**config.mk**
```make
export PLATFORM = sky130hd
export DESIGN_NAME = multi_cycle_control
export DESIGN_NICKNAME = d
export VERILOG_FILES = /design/src/rtl/multi_cycle_control_pkg.sv /design/src/rtl/mc_inst_decode.sv /design/src/rtl/multi_cycle_control.sv
export SDC_FILE = /design/constraint.sdc
export NUM_CORES = 1
export LEC_CHECK = 0
export ABC_AREA = 1
export CAP_MARGIN = 20
export CORE_UTILIZATION = 52
export CTS_CLUSTER_SIZE = 40
export DETAILED_ROUTE_END_ITERATION = 8
export DONT_BUFFER_PORTS = 1
export MAX_ROUTING_LAYER = met4
export PLACE_DENSITY = 0.69
export SLEW_MARGIN = 30
export SYNTH_ARGS = -nofsm -noshare
export SYNTH_HDL_FRONTEND = slang
export SYNTH_HIERARCHICAL = 1
export SYNTH_SLANG_ARGS = --single-unit
export TNS_END_PERCENT = 100
```
**constraint.sdc**
```tcl
create_clock -name clk -period 6.8 [get_ports clk]
set_input_delay 1.36 -clock clk [delete_from_list [all_inputs] [get_ports clk]]
set_output_delay 1.36 -clock clk [all_outputs]
set_load 0.1 [all_outputs]
```
**src/rtl/multi_cycle_control_pkg.sv**
```systemverilog
// Shared encodings for the multi-cycle controller: FSM states, opcodes/funcs and
// the datapath control-vector encodings used by the ALU, register file, extender and NPC unit.
package multi_cycle_control_pkg;

  localparam int MC_STATE_LENGTH = 3;
  localparam logic [MC_STATE_LENGTH-1:0] MC_ST_IF  = 3'd0;
  localparam logic [MC_STATE_LENGTH-1:0] MC_ST_ID  = 3'd1;
  localparam logic [MC_STATE_LENGTH-1:0] MC_ST_EX  = 3'd2;
  localparam logic [MC_STATE_LENGTH-1:0] MC_ST_MEM = 3'd3;
  localparam logic [MC_STATE_LENGTH-1:0] MC_ST_WB  = 3'd4;

  localparam logic [5:0] OP_RTYPE = 6'h00;
  localparam logic [5:0] OP_J     = 6'h02;
  localparam logic [5:0] OP_JAL   = 6'h03;
  localparam logic [5:0] OP_BEQ   = 6'h04;
  localparam logic [5:0] OP_ADDIU = 6'h09;
  localparam logic [5:0] OP_ORI   = 6'h0D;
  localparam logic [5:0] OP_LUI   = 6'h0F;
  localparam logic [5:0] OP_LW    = 6'h23;
  localparam logic [5:0] OP_SW    = 6'h2B;

  localparam logic [5:0] FUNC_ADDU = 6'h21;
  localparam logic [5:0] FUNC_SUBU = 6'h23;
  localparam logic [5:0] FUNC_AND  = 6'h24;
  localparam logic [5:0] FUNC_OR   = 6'h25;
  localparam logic [5:0] FUNC_SLT  = 6'h2A;

  localparam int ALU_OP_LENGTH  = 3;
  localparam int REG_DST_LENGTH = 2;
  localparam int REG_SRC_LENGTH = 2;
  localparam int EXT_OP_LENGTH  = 2;
  localparam int NPC_OP_LENGTH  = 2;

  localparam logic [ALU_OP_LENGTH-1:0] ALU_ADD = 3'd0;
  localparam logic [ALU_OP_LENGTH-1:0] ALU_SUB = 3'd1;
  localparam logic [ALU_OP_LENGTH-1:0] ALU_AND = 3'd2;
  localparam logic [ALU_OP_LENGTH-1:0] ALU_OR  = 3'd3;
  localparam logic [ALU_OP_LENGTH-1:0] ALU_SLT = 3'd4;
  localparam logic [ALU_OP_LENGTH-1:0] ALU_LUI = 3'd5;

  localparam logic [REG_DST_LENGTH-1:0] REG_DST_RT     = 2'd0;
  localparam logic [REG_DST_LENGTH-1:0] REG_DST_RD     = 2'd1;
  localparam logic [REG_DST_LENGTH-1:0] REG_DST_REG_31 = 2'd2;

  localparam logic [REG_SRC_LENGTH-1:0] REG_SRC_ALU = 2'd0;
  localparam logic [REG_SRC_LENGTH-1:0] REG_SRC_MEM = 2'd1;
  localparam logic [REG_SRC_LENGTH-1:0] REG_SRC_PC  = 2'd2;

  localparam logic [EXT_OP_LENGTH-1:0] EXT_OP_ZERO = 2'd0;
  localparam logic [EXT_OP_LENGTH-1:0] EXT_OP_SIGN = 2'd1;
  localparam logic [EXT_OP_LENGTH-1:0] EXT_OP_HIGH = 2'd2;

  localparam logic [NPC_OP_LENGTH-1:0] NPC_OP_NEXT   = 2'd0;
  localparam logic [NPC_OP_LENGTH-1:0] NPC_OP_JUMP   = 2'd1;
  localparam logic [NPC_OP_LENGTH-1:0] NPC_OP_OFFSET = 2'd2;

  typedef enum logic [2:0] {
    CLS_RTYPE   = 3'd0,
    CLS_IMM     = 3'd1,
    CLS_LW      = 3'd2,
    CLS_SW      = 3'd3,
    CLS_BEQ     = 3'd4,
    CLS_J       = 3'd5,
    CLS_JAL     = 3'd6,
    CLS_ILLEGAL = 3'd7
  } inst_class_e;

endpackage

```
**src/rtl/mc_inst_decode.sv**
```systemverilog
// Combinational instruction decode: opcode/func to instruction class plus the
// datapath control vectors, encoded exactly as in the single-cycle control set.
module mc_inst_decode
  import multi_cycle_control_pkg::*;
(
  input  logic [5:0]                opcode,
  input  logic [5:0]                func,
  output logic [2:0]                inst_class,
  output logic [ALU_OP_LENGTH-1:0]  alu_op,
  output logic                      alu_src,
  output logic [REG_DST_LENGTH-1:0] reg_dst,
  output logic [REG_SRC_LENGTH-1:0] reg_src,
  output logic [EXT_OP_LENGTH-1:0]  ext_op
);

  inst_class_e cls;

  // NOTE: every output gets a default before the case so no path leaves one unassigned (no latches).
  always_comb begin
    cls     = CLS_ILLEGAL;
    alu_op  = ALU_ADD;
    alu_src = 1'b0;
    reg_dst = REG_DST_RT;
    reg_src = REG_SRC_ALU;
    ext_op  = EXT_OP_ZERO;
    case (opcode)
      OP_RTYPE: begin
        reg_dst = REG_DST_RD;
        cls     = CLS_RTYPE;
        case (func)
          FUNC_ADDU: alu_op = ALU_ADD;
          FUNC_SUBU: alu_op = ALU_SUB;
          FUNC_AND:  alu_op = ALU_AND;
          FUNC_OR:   alu_op = ALU_OR;
          FUNC_SLT:  alu_op = ALU_SLT;
          default:   cls    = CLS_ILLEGAL;
        endcase
      end
      OP_ADDIU: begin
        cls     = CLS_IMM;
        alu_src = 1'b1;
        ext_op  = EXT_OP_SIGN;
      end
      OP_ORI: begin
        cls     = CLS_IMM;
        alu_op  = ALU_OR;
        alu_src = 1'b1;
      end
      OP_LUI: begin
        cls     = CLS_IMM;
        alu_op  = ALU_LUI;
        alu_src = 1'b1;
        ext_op  = EXT_OP_HIGH;
      end
      OP_LW: begin
        cls     = CLS_LW;
        alu_src = 1'b1;
        ext_op  = EXT_OP_SIGN;
        reg_src = REG_SRC_MEM;
      end
      OP_SW: begin
        cls     = CLS_SW;
        alu_src = 1'b1;
        ext_op  = EXT_OP_SIGN;
      end
      OP_BEQ: begin
        cls    = CLS_BEQ;
        alu_op = ALU_SUB;
        ext_op = EXT_OP_SIGN;
      end
      OP_J:   cls = CLS_J;
      OP_JAL: begin
        cls     = CLS_JAL;
        reg_dst = REG_DST_REG_31;
        reg_src = REG_SRC_PC;
      end
      default: cls = CLS_ILLEGAL;
    endcase
  end

  assign inst_class = cls;

endmodule

```
**src/rtl/multi_cycle_control.sv**
```systemverilog
// Multi-cycle CPU controller: IF/ID/EX/MEM/WB sequencing with memory-ready
// handshakes, stall timeout (bus_err) and a retired-instruction counter.
module multi_cycle_control
  import multi_cycle_control_pkg::*;
#(
  parameter int STALL_LIMIT = 15,
  parameter int CNT_W       = 32
) (
  input  logic                       clk,
  input  logic                       rst,
  input  logic [5:0]                 opcode,
  input  logic [5:0]                 func,
  input  logic                       zero,
  input  logic                       imem_ready,
  input  logic                       dmem_ready,
  output logic                       pc_write,
  output logic                       ir_write,
  output logic                       reg_write,
  output logic                       mem_read,
  output logic                       mem_write,
  output logic [ALU_OP_LENGTH-1:0]   alu_op,
  output logic                       alu_src,
  output logic [REG_DST_LENGTH-1:0]  reg_dst,
  output logic [REG_SRC_LENGTH-1:0]  reg_src,
  output logic [EXT_OP_LENGTH-1:0]   ext_op,
  output logic [NPC_OP_LENGTH-1:0]   npc_op,
  output logic [MC_STATE_LENGTH-1:0] state,
  output logic                       retire,
  output logic [CNT_W-1:0]           retire_cnt,
  output logic                       illegal,
  output logic                       bus_err
);

  localparam int STALL_W = (STALL_LIMIT < 1) ? 1 : $clog2(STALL_LIMIT + 1);
  localparam logic [STALL_W-1:0] STALL_MAX = STALL_W'(STALL_LIMIT);

  logic [2:0]                 inst_class;
  logic [MC_STATE_LENGTH-1:0] state_q, state_d;
  logic [STALL_W-1:0]         stall_cnt;
  logic                       stall_inc;
  logic                       timeout;
  logic [CNT_W-1:0]           cnt_q;

  mc_inst_decode u_decode (
    .opcode     (opcode),
    .func       (func),
    .inst_class (inst_class),
    .alu_op     (alu_op),
    .alu_src    (alu_src),
    .reg_dst    (reg_dst),
    .reg_src    (reg_src),
    .ext_op     (ext_op)
  );

  // The limit cycle is the one where the counter already holds STALL_LIMIT; ready still wins there.
  assign timeout = (STALL_LIMIT != 0) && (stall_cnt == STALL_MAX);

  always_comb begin
    state_d   = state_q;
    pc_write  = 1'b0;
    ir_write  = 1'b0;
    reg_write = 1'b0;
    mem_read  = 1'b0;
    mem_write = 1'b0;
    npc_op    = NPC_OP_NEXT;
    retire    = 1'b0;
    illegal   = 1'b0;
    bus_err   = 1'b0;
    stall_inc = 1'b0;
    // Strobes are gated by reset so they drop in the same cycle reset is applied.
    if (!rst) begin
      case (state_q)
        MC_ST_IF: begin
          if (imem_ready) begin
            ir_write = 1'b1;
            state_d  = MC_ST_ID;
          end else if (timeout) begin
            bus_err = 1'b1;
          end else begin
            stall_inc = (STALL_LIMIT != 0);
          end
        end
        MC_ST_ID: begin
          case (inst_class)
            CLS_J: begin
              pc_write = 1'b1;
              npc_op   = NPC_OP_JUMP;
              retire   = 1'b1;
              state_d  = MC_ST_IF;
            end
            CLS_JAL: state_d = MC_ST_WB;
            CLS_ILLEGAL: begin
              illegal  = 1'b1;
              pc_write = 1'b1;
              state_d  = MC_ST_IF;
            end
            default: state_d = MC_ST_EX;
          endcase
        end
        MC_ST_EX: begin
          case (inst_class)
            CLS_BEQ: begin
              pc_write = 1'b1;
              npc_op   = zero ? NPC_OP_OFFSET : NPC_OP_NEXT;
              retire   = 1'b1;
              state_d  = MC_ST_IF;
            end
            CLS_LW, CLS_SW: state_d = MC_ST_MEM;
            default:        state_d = MC_ST_WB;
          endcase
        end
        MC_ST_MEM: begin
          if (dmem_ready || !timeout) begin
            mem_read  = (inst_class == CLS_LW);
            mem_write = (inst_class == CLS_SW);
          end
          if (dmem_ready) begin
            if (inst_class == CLS_SW) begin
              pc_write = 1'b1;
              retire   = 1'b1;
              state_d  = MC_ST_IF;
            end else begin
              state_d = MC_ST_WB;
            end
          end else if (timeout) begin
            bus_err = 1'b1;
            state_d = MC_ST_IF;
          end else begin
            stall_inc = (STALL_LIMIT != 0);
          end
        end
        MC_ST_WB: begin
          reg_write = 1'b1;
          pc_write  = 1'b1;
          npc_op    = (inst_class == CLS_JAL) ? NPC_OP_JUMP : NPC_OP_NEXT;
          retire    = 1'b1;
          state_d   = MC_ST_IF;
        end
        default: state_d = MC_ST_IF;
      endcase
    end
  end

  // NOTE: sequential state uses non-blocking assignments so every register samples pre-edge values.
  always_ff @(posedge clk or posedge rst) begin
    if (rst) begin
      state_q   <= MC_ST_IF;
      stall_cnt <= '0;
      cnt_q     <= '0;
    end else begin
      state_q   <= state_d;
      stall_cnt <= stall_inc ? stall_cnt + 1'b1 : '0;
      if (retire) cnt_q <= cnt_q + 1'b1;
    end
  end

  assign state      = state_q;
  assign retire_cnt = cnt_q;

endmodule

```
==> reports/summary.txt, run 1 <==
Total power per unit cell area: 218.4 nW/um2
Most frequent cell after synthesis: nand2_1
Die height: 78.97 um
Min-delay worst type: flip-flop to flip-flop
Detailed Route Iter0 Violations: 139
Yosys warnings: 6
Slew Limit Fails: 0
Logic pwr share: 24.3%
Fin cells: 597
Post-CTS sizing: 0
Hold-fix buffers, CTS: 0
CP Data Required Time: 5.44 ns
Total power: 0.0007508 W
Rows: 27
Area of the multi-input gates: 1958 um2
Routability cong.: 0.9096
Clock share of power: 26.3%
Fillers: 579
Tot GR Track Use: 26.74%
Hold Path Cell Cnt: 1
Initial antenna violation count: 0
Clock skew: 0.006373 ns
NetSw: 0.0003519 W
Final period util: 76.27%
Synth top cells by count: nand2_1, nor2_1, inv_1
Measured slew at the worst slew-check pin: 1.031 ns
Worst setup path endpoint: retire
Slew Limit Headroom: 31.09%
# diodes: 0
Vias in the first global route: 2980
Max H-tree Level: 2
#FFs+latches synth: 39
First-pass GRT wire length: 13.01 mm
Post-synth EDFFs: 0
Hold Fails Final Rpt: 0
Post-synth top area share: 31.68%
Post-DP Area: 3301 um2
Reg clk slew, reported paths: 0.08 ns
Pleak: 1.647 nW
Syn Area/Cell: 5.935 um2
Skew-Pair Late Insertion Delay: 0.30 ns
Critical Path Fanout Max: 8
Io pins: 72
Post-CTS Setup Bufs: 0
Max Clk Rate: 192.8 MHz
Top cell type by total area after synthesis: dfrtp_1
Asr flop ratio synth: 100.0%
Via Count: 3096
Port Buf Inserts: 0
Data arrival time of the critical path: 3.83 ns
Placed cell count: 588
DP HPWL: 5.724 mm
Synthesis-to-finish area growth: 11.58%
Die width: 78.97 um
RSZ-0062 raised after global routing: no
Reg2reg end: retire_cnt[19]
CTS tree: built
Sequential power share: 49.4%
WL/cell: 12.37 um
Endpoints failing setup: 0
Final WL: 7.383 mm
Core Area: 5608 um2
Reg-to-reg setup timing slack: 3.83 ns
FF+latch area: 991.0 um2
Final #Nets: 543
Seq/Total Area, Yosys: 31.68%
Switch share: 46.87%
Drt drc: 0
CP Capture Type: output pin
CTS Buf Count: 5
Initial core utilization: 54.93%
Max-cap check violation count: 0
Setup_tns: 0 ns
Post-route cell area: 3437 um2
Sink Count: 39
Syn nets: 538
Clk buf depth: 2
CP Launch Type: input pin
Crit path time final: 5.186 ns
Synth cell types: 27
Reg2Reg Depth: 9
Synthesized instance count: 519
Top cells by area, synth: dfrtp_1, nand2_1, nor2_1
Worst Setup SP: opcode[5]
Cell area after synthesis: 3080 um2
Root Driver: clkbuf_8
Die Area: 6235 um2
Reg-to-Reg Start: state[0]
Max IR drop VDD: 0.0002521 V
CP Class: input pin to output pin
Cell-internal power: 0.0003989 W
Status: complete, no violations
Initial DRT Pass Iterations: 4
Ys flop type: dfrtp_1
GRT overflow: 0
Via density per instance: 5.186
DRT antenna net count: 0
Share of cells above drive strength 1: 12.57%
Largest net degree at the start of global routing: 44
final cells by class:
type                    instances  area share, %
multi-input cells             420          56.97
clock buffers                   5          2.002
repair buffers                  7          2.730
inverters                      51          5.570
well taps                      72          2.621
clock inverters                 3          1.274
flip-flops and latches         39          28.83
placed cells by master (no fill, tap or decap), types with 2 or more instances in the layout:
master / count
nand3b_1: 2
inv_2: 5
o22ai_4: 2
nor2_1: 80
nand4_1: 4
nand3_1: 38
nand2_1: 233
nor2_4: 11
clkbuf_8: 5
nand3_2: 4
dfrtp_2: 12
o21ai_0: 8
nor3_1: 3
nor2_2: 9
a21oi_2: 2
ha_1: 2
dfrtp_1: 27
buf_4: 4
inv_1: 46
xnor2_1: 2
xor2_1: 12
nand2_2: 3
logic make-up after synthesis:
logic type / Yosys count / share of synthesized area [%]
buffers and inverters: 60 / 8.408
XOR/XNOR: 14 / 3.981
adder cells (fa/ha/maj): 2 / 0.8122
AND/OR/NAND/NOR: 390 / 52.64
flip-flops: 39 / 31.68
AO/OA/AOI/OAI: 14 / 2.478
power groups by stage:
| stage | clock, W | sequential, W | combinational (W) |
|---|---|---|---|
| finish | 0.000197 | 0.000371 | 0.000183 |
| CTS | 0.000200 | 0.000371 | 0.000184 |
| detailed placement | 0 | 0.000375 | 0.000184 |
| global route | 0.000210 | 0.000376 | 0.000201 |
| global placement | 0 | 0.000374 | 0.000177 |
| floorplan | 0 | 0.000364 | 0.000156 |
stage by stage:
stage / setup WS [ns] / hold WS (ns) / util [%]
2_1_floorplan: 1.074 / 0.4331 / -
3_5_place_dp: 1.644 / 0.4511 / 58.86
5_1_grt: 1.415 / 0.5108 / 61.29
6_report: 1.614 / 0.4719 / 61.29
3_3_place_gp: 1.735 / 0.4517 / 57.34
4_1_cts: 1.640 / 0.4695 / 60.87
critical path: stages:
cell and delay [ns]:
nor2_4 0.20, nand3_2 0.24, inv_2 0.44, nor2_1 0.12, nand2_2 0.09, nand3_1 0.18, inv_1 0.12, nand2_1 0.09
nor2_1 0.17, nand2_1 0.14, nand2_1 0.09, nor2_2 0.08, nor2_4 0.51
per-layer routing:
| layer | global-route usage [%] | routed length [um] | part of all wire, % | up-vias |
|---|---|---|---|---|
| met2 | 47.33 | 3602 | 49 | 91 |
| li1 | - | - | - | 1600 |
| met3 | 4.368 | 380 | 5.1 | 13 |
| met4 | 8.182 | 145 | 2.0 | 0 |
| met1 | 30.90 | 3255 | 44 | 1392 |
| met5 | - | 0 | 0 | - |
state kept, by name, summed over array words and instances, names as in the netlist:
| signal | flops |
|---|---|
| stall_cnt | 4 |
| retire_cnt | 32 |
| state | 3 |
worst min path at each step:
stage	endpoint	slack [ns]	from
5_1_grt	stall_cnt[0]	0.51	stall_cnt[0]
3_3_place_gp	stall_cnt[0]	0.45	stall_cnt[0]
2_1_floorplan	stall_cnt[0]	0.43	stall_cnt[0]
6_report	stall_cnt[0]	0.47	stall_cnt[0]
3_5_place_dp	stall_cnt[0]	0.45	stall_cnt[0]
4_1_cts	stall_cnt[0]	0.47	stall_cnt[0]
Note: power is estimated with default switching activity, not from simulation.
==> inputs of run 2 (changes only) <==
- clock period: 6.8 -> 4.92 ns (I/O delays scaled with it)
==> reports/summary.txt, run 2 (synthesis results as in run 1) <==
Status: complete, no violations
Clk buf depth: 2 (unchanged)
Initial core utilization: 54.93% (unchanged)
Vias in the first global route: 2922 (-1.9%)
RSZ-0062 raised after global routing: no
CP Launch Type: input pin
Placed cell count: 593 (+0.85%)
Hold Fails Final Rpt: 0 (unchanged)
Crit path time final: 3.976 ns
Rows: 27 (unchanged)
Critical path's most frequent cell: nand2_1
Measured slew at the worst slew-check pin: 1.034 ns (+0.002888 ns)
Fin cells: 603 (+1.0%)
Final WL: 7.632 mm (+3.4%)
Critical Path Fanout Max: 6 (-2)
CP Data Required Time: 3.94 ns (-1.50 ns)
Port Buf Inserts: 0 (unchanged)
Initial DRT Pass Iterations: 5 (+1)
Post-placement worst setup slack: 0.9719 ns (-0.6724 ns)
Max FFs per register: 32 (unchanged)
CTS Buf Count: 5 (unchanged)
Detailed Route Iter0 Violations: 162 (+17%)
Max Clk Rate: 251.5 MHz
Hold-fix buffers, CTS: 0 (unchanged)
WL/cell: 12.66 um (+2.3%)
Root Driver: clkbuf_8
# diodes: 0 (unchanged)
First-pass GRT wire length: 12.97 mm (-0.32%)
Crit-path leading delay family: simple AND/OR/NAND/NOR gates
Final period util: 80.80%
DRT antenna net count: 0 (unchanged)
Routability cong.: 0.9089 (about the same)
Largest net degree at the start of global routing: 47 (+6.8%)
Final WS setup: 0.9445 ns (-0.6695 ns)
Drt drc: 0 (unchanged)
Worst Setup SP: func[5]
Pleak: 1.659 nW (+0.68%)
Min-delay worst type: flip-flop to flip-flop
Most frequent cells in the layout: nand2_1, nor2_1, inv_1
Tot GR Track Use: 26.46% (-0.28 points)
Clock skew: 0.007112 ns (+0.0007389 ns)
Total power per unit cell area: 289.9 nW/um2 (+33%)
Initial antenna violation count: 0 (unchanged)
Synthesis-to-finish area growth: 11.94%
Die Area: 6235 um2 (unchanged)
Post-CTS sizing: 0 (unchanged)
Die width: 78.97 um (unchanged)
Max incr delay on CP: 0.50 ns (about the same)
Reg2reg end: retire_cnt[12]
CP Class: input pin to output pin
Core Area: 5608 um2 (unchanged)
Sink Count: 39 (unchanged)
Io pins: 72 (unchanged)
Max H-tree Level: 2 (unchanged)
Endpoints failing setup: 0 (unchanged)
Fillers: 561 (-3.1%)
Setup_tns: 0 ns (unchanged)
Via density per instance: 5.164 (-0.42%)
Slowest CP cell: nor2_4
CP Capture Type: output pin
Final #Nets: 549 (+1.1%)
Max-cap check violation count: 0 (unchanged)
CTS tree: built
Area of the multi-input gates: 1943 um2 (-0.77%)
Reg-to-reg setup timing slack: 1.97 ns (-1.86 ns)
Share of cells above drive strength 1: 13.75% (+1.2 points)
Worst setup path endpoint: retire
Reg-to-Reg Start: state[0]
FF+latch area: 993.5 um2 (+0.25%)
Reg2Reg Depth: 9 (unchanged)
Via Count: 3114 (+0.58%)
Most common cell after layout, fill and taps aside: nand2_1
Slew Limit Headroom: 30.89% (-0.19 points)
Cell count along the critical path: 14 (+1)
DP HPWL: 5.678 mm (-0.80%)
Max IR drop VDD: 0.0002409 V (-4.4%)
Post-CTS Setup Bufs: 0 (unchanged)
CP Cell Sequence: inv_1 > nor2_1 > nand3_1 > nand2_1 > nor2_1 > nand2_1 > nand3_1 > inv_1 > nand2_1 > nor2_1 > nand2_1 > nand2_1 > nor2_2 > nor2_4
Skew-Pair Late Insertion Delay: 0.29 ns (about the same)
GRT overflow: 0 (unchanged)
Reg clk slew, reported paths: 0.09 ns (about the same)
Data arrival time of the critical path: 2.99 ns (-0.84 ns)
CP bufs+invs: 2 (unchanged)
Slew Limit Fails: 0 (unchanged)
Die height: 78.97 um (unchanged)
run 2: where the power goes:
part           leakage [nW]  internal [W]  switching (W)
registers             0.517      0.000339       0.000159
logic                  1.10     0.0000723       0.000206
clock network        0.0402     0.0000988       0.000124
run 2: stage by stage:
stage / total power, W / area (um2) / hold WS [ns] / util, %
after global placement: 0.0007642 / 3253 / 0.4514 / 58.01
after floorplan: 0.0007216 / 3084 / 0.4331 / -
after CTS: 0.0009901 / 3406 / 0.4744 / 60.73
final: 0.0009998 / 3448 / 0.4812 / 61.49
after detailed placement: 0.0007700 / 3317 / 0.4570 / 59.15
after global routing: 0.001044 / 3448 / 0.4925 / 61.49
run 2: layout make-up:
class,count,area share [%]
well taps,72,2.612
flip-flops and latches,39,28.81
repair buffers,13,4.100
multi-input cells,420,56.35
clock buffers,5,1.996
clock inverters,3,0.5806
inverters,51,5.552
run 2: worst min path at each step:
stage,start,end,slack [ns],cells after the start
floorplan,stall_cnt[0],stall_cnt[0],0.43,1
global placement,stall_cnt[0],stall_cnt[0],0.45,1
detailed placement,stall_cnt[0],stall_cnt[0],0.46,1
CTS,stall_cnt[0],stall_cnt[0],0.47,1
global route,stall_cnt[0],stall_cnt[0],0.49,1
finish,stall_cnt[0],stall_cnt[0],0.48,1
run 2: per-layer routing:
metal / up-vias / share of wire, % / routed length [um] / GRT usage, %
li1: 1616 / - / - / -
met1: 1386 / 45 / 3409 / 32.31
met2: 99 / 49 / 3732 / 44.74
met3: 13 / 5.4 / 409 / 5.517
met4: 0 / 1.0 / 80 / 6.182
met5: - / 0 / 0 / -
==> inputs of run 3 (changes only) <==
- clock period: 4.92 -> 3.9 ns (I/O delays scaled with it)
==> reports/summary.txt, run 3 (synthesis results as in run 1) <==
Status: complete, no violations
Total power: 0.001414 W (+41%)
Min-delay worst type: flip-flop to flip-flop
Max-cap check violation count: 0 (unchanged)
GRT overflow: 0 (unchanged)
Critical Path Fanout Max: 6 (unchanged)
Reg2reg end: retire_cnt[26]
Rows: 27 (unchanged)
Placed cell count: 621 (+4.7%)
Core Area: 5608 um2 (unchanged)
Metal1 wirelength: 3.272 mm (-4.0%)
Fin cells: 629 (+4.3%)
Most common cell after layout, fill and taps aside: nand2_1
Final WS setup: 0.5247 ns (-0.4198 ns)
Hold-fix buffers, CTS: 0 (unchanged)
Measured slew at the worst slew-check pin: 1.016 ns (-0.01816 ns)
Max FFs per register: 32 (unchanged)
Clock skew: 0.006969 ns (-0.0001430 ns)
Vias in the first global route: 3124 (+6.9%)
Slew Limit Headroom: 32.30% (+1.4 points)
CTS tree: built
Largest net degree at the start of global routing: 45 (-4.3%)
CP Capture Type: output pin
Final #Nets: 575 (+4.7%)
NetSw: 0.0006137 W (+25%)
Initial core utilization: 54.93% (unchanged)
Tot GR Track Use: 27.68% (+1.2 points)
Worst setup path endpoint: pc_write
Io pins: 72 (unchanged)
Initial antenna violation count: 0 (unchanged)
Setup_tns: 0 ns (unchanged)
Port Buf Inserts: 0 (unchanged)
Cell-internal power: 0.0008007 W (+57%)
Max Clk Rate: 296.3 MHz
Detailed Route Iter0 Violations: 154 (-4.9%)
Die height: 78.97 um (unchanged)
Share of cells above drive strength 1: 16.70% (+2.9 points)
Worst Setup SP: func[5]
Post-DP Area: 3498 um2 (+5.5%)
Most frequent cells in the layout: nand2_1, nor2_1, inv_1
Clk buf depth: 2 (unchanged)
Max IR drop VDD: 0.0004619 V (+92%)
CP Class: input pin to output pin
Pleak: 1.831 nW (+10%)
Drt drc: 0 (unchanged)
Skew-Pair Late Insertion Delay: 0.30 ns (about the same)
Via Count: 3242 (+4.1%)
Post-CTS sizing: 0 (unchanged)
Final period util: 86.55%
Endpoints failing setup: 0 (unchanged)
CTS Buf Count: 5 (unchanged)
WL/cell: 12.38 um (-2.2%)
Max H-tree Level: 2 (unchanged)
Switch share: 43.39% (-5.5 points)
RSZ-0062 raised after global routing: no
Total power per unit cell area: 388.6 nW/um2 (+34%)
Reg2Reg Depth: 11 (+2)
DRT antenna net count: 0 (unchanged)
Clock share of power: 28.4% (+6.1 points)
Slew Limit Fails: 0 (unchanged)
Reg clk slew, reported paths: 0.07 ns (-0.02 ns)
Sequential power share: 31.4% (-19 points)
Synthesis-to-finish area growth: 18.16%
Die Area: 6235 um2 (unchanged)
CP Launch Type: input pin
First-pass GRT wire length: 13.43 mm (+3.6%)
Post-route cell area: 3640 um2 (+5.6%)
Reg-to-reg setup timing slack: 1.55 ns (-0.42 ns)
Data arrival time of the critical path: 2.60 ns (-0.39 ns)
Via density per instance: 5.154 (-0.19%)
Final WL: 7.786 mm (+2.0%)
CP Data Required Time: 3.12 ns (-0.82 ns)
Sink Count: 39 (unchanged)
Die width: 78.97 um (unchanged)
Post-placement worst setup slack: 0.5297 ns (-0.4422 ns)
Post-CTS Setup Bufs: 0 (unchanged)
Reg-to-Reg Start: state[0]
Met2 wire length: 3.889 mm (+4.2%)
Crit path time final: 3.375 ns
Routability cong.: 0.9516 (+4.7%)
Fillers: 552 (-1.6%)
# diodes: 0 (unchanged)
Initial DRT Pass Iterations: 4 (-1)
DR top layer: met4
Hold Fails Final Rpt: 0 (unchanged)
Root Driver: clkbuf_8
Logic pwr share: 40.1% (+12 points)
DP HPWL: 5.977 mm (+5.3%)
WL met3: 405 um (-0.98%)
[run 3: area by class of cell]
type / count / area (um2) / share of cell area, %
Clock buffer: 6 / 72.57 / 1.994
Inverter: 51 / 191.4 / 5.260
Clock inverter: 2 / 60.06 / 1.650
Sequential cell: 39 / 985.9 / 27.09
Timing Repair Buffer: 39 / 330.3 / 9.075
Multi-Input combinational cell: 420 / 1909 / 52.46
Tap cell: 72 / 90.09 / 2.475
[run 3: worst max-delay path, cell delays in order]
cell and delay [ns]:
inv_1 0.02, nor2_1 0.25, nand3_1 0.17, nand2_1 0.09, nor2_1 0.04, nand2_1 0.09, nand3_1 0.18, inv_1 0.12
nand2_1 0.07, nor2_1 0.09, nand2_1 0.11, nand2_1 0.12, nor2_2 0.08, a21oi_2 0.18, buf_12 0.20
[run 3: power groups by stage]
stage               sequential [W]  clock [W]  combinational, W
floorplan                 0.000635          0          0.000277
global placement          0.000452          0          0.000561
detailed placement        0.000453          0          0.000569
CTS                       0.000445   0.000412          0.000570
global route              0.000448   0.000424          0.000606
finish                    0.000445   0.000402          0.000568
[run 3: per-stage QoR]
stage	hold WS (ns)	utilization (%)
2_1_floorplan	0.4331	-
5_1_grt	0.5114	64.90
3_3_place_gp	0.4505	62.36
3_5_place_dp	0.4509	62.38
4_1_cts	0.4691	64.75
6_report	0.4671	64.90
[run 3: worst min path at each step]
stage	start	endpoint	slack, ns	cells after the start
2_1_floorplan	stall_cnt[0]	stall_cnt[0]	0.43	1
3_3_place_gp	stall_cnt[0]	stall_cnt[0]	0.45	1
3_5_place_dp	stall_cnt[0]	stall_cnt[0]	0.45	1
4_1_cts	stall_cnt[0]	stall_cnt[0]	0.47	1
5_1_grt	stall_cnt[0]	stall_cnt[0]	0.51	1
6_report	stall_cnt[0]	stall_cnt[0]	0.47	1
[run 3: routing by layer]
| layer | vias to the layer above | global-route usage (%) |
|---|---|---|
| li1 | 1664 | - |
| met1 | 1466 | 31.02 |
| met2 | 91 | 47.59 |
| met3 | 21 | 6.092 |
| met4 | 0 | 11.45 |
| met5 | - | - |
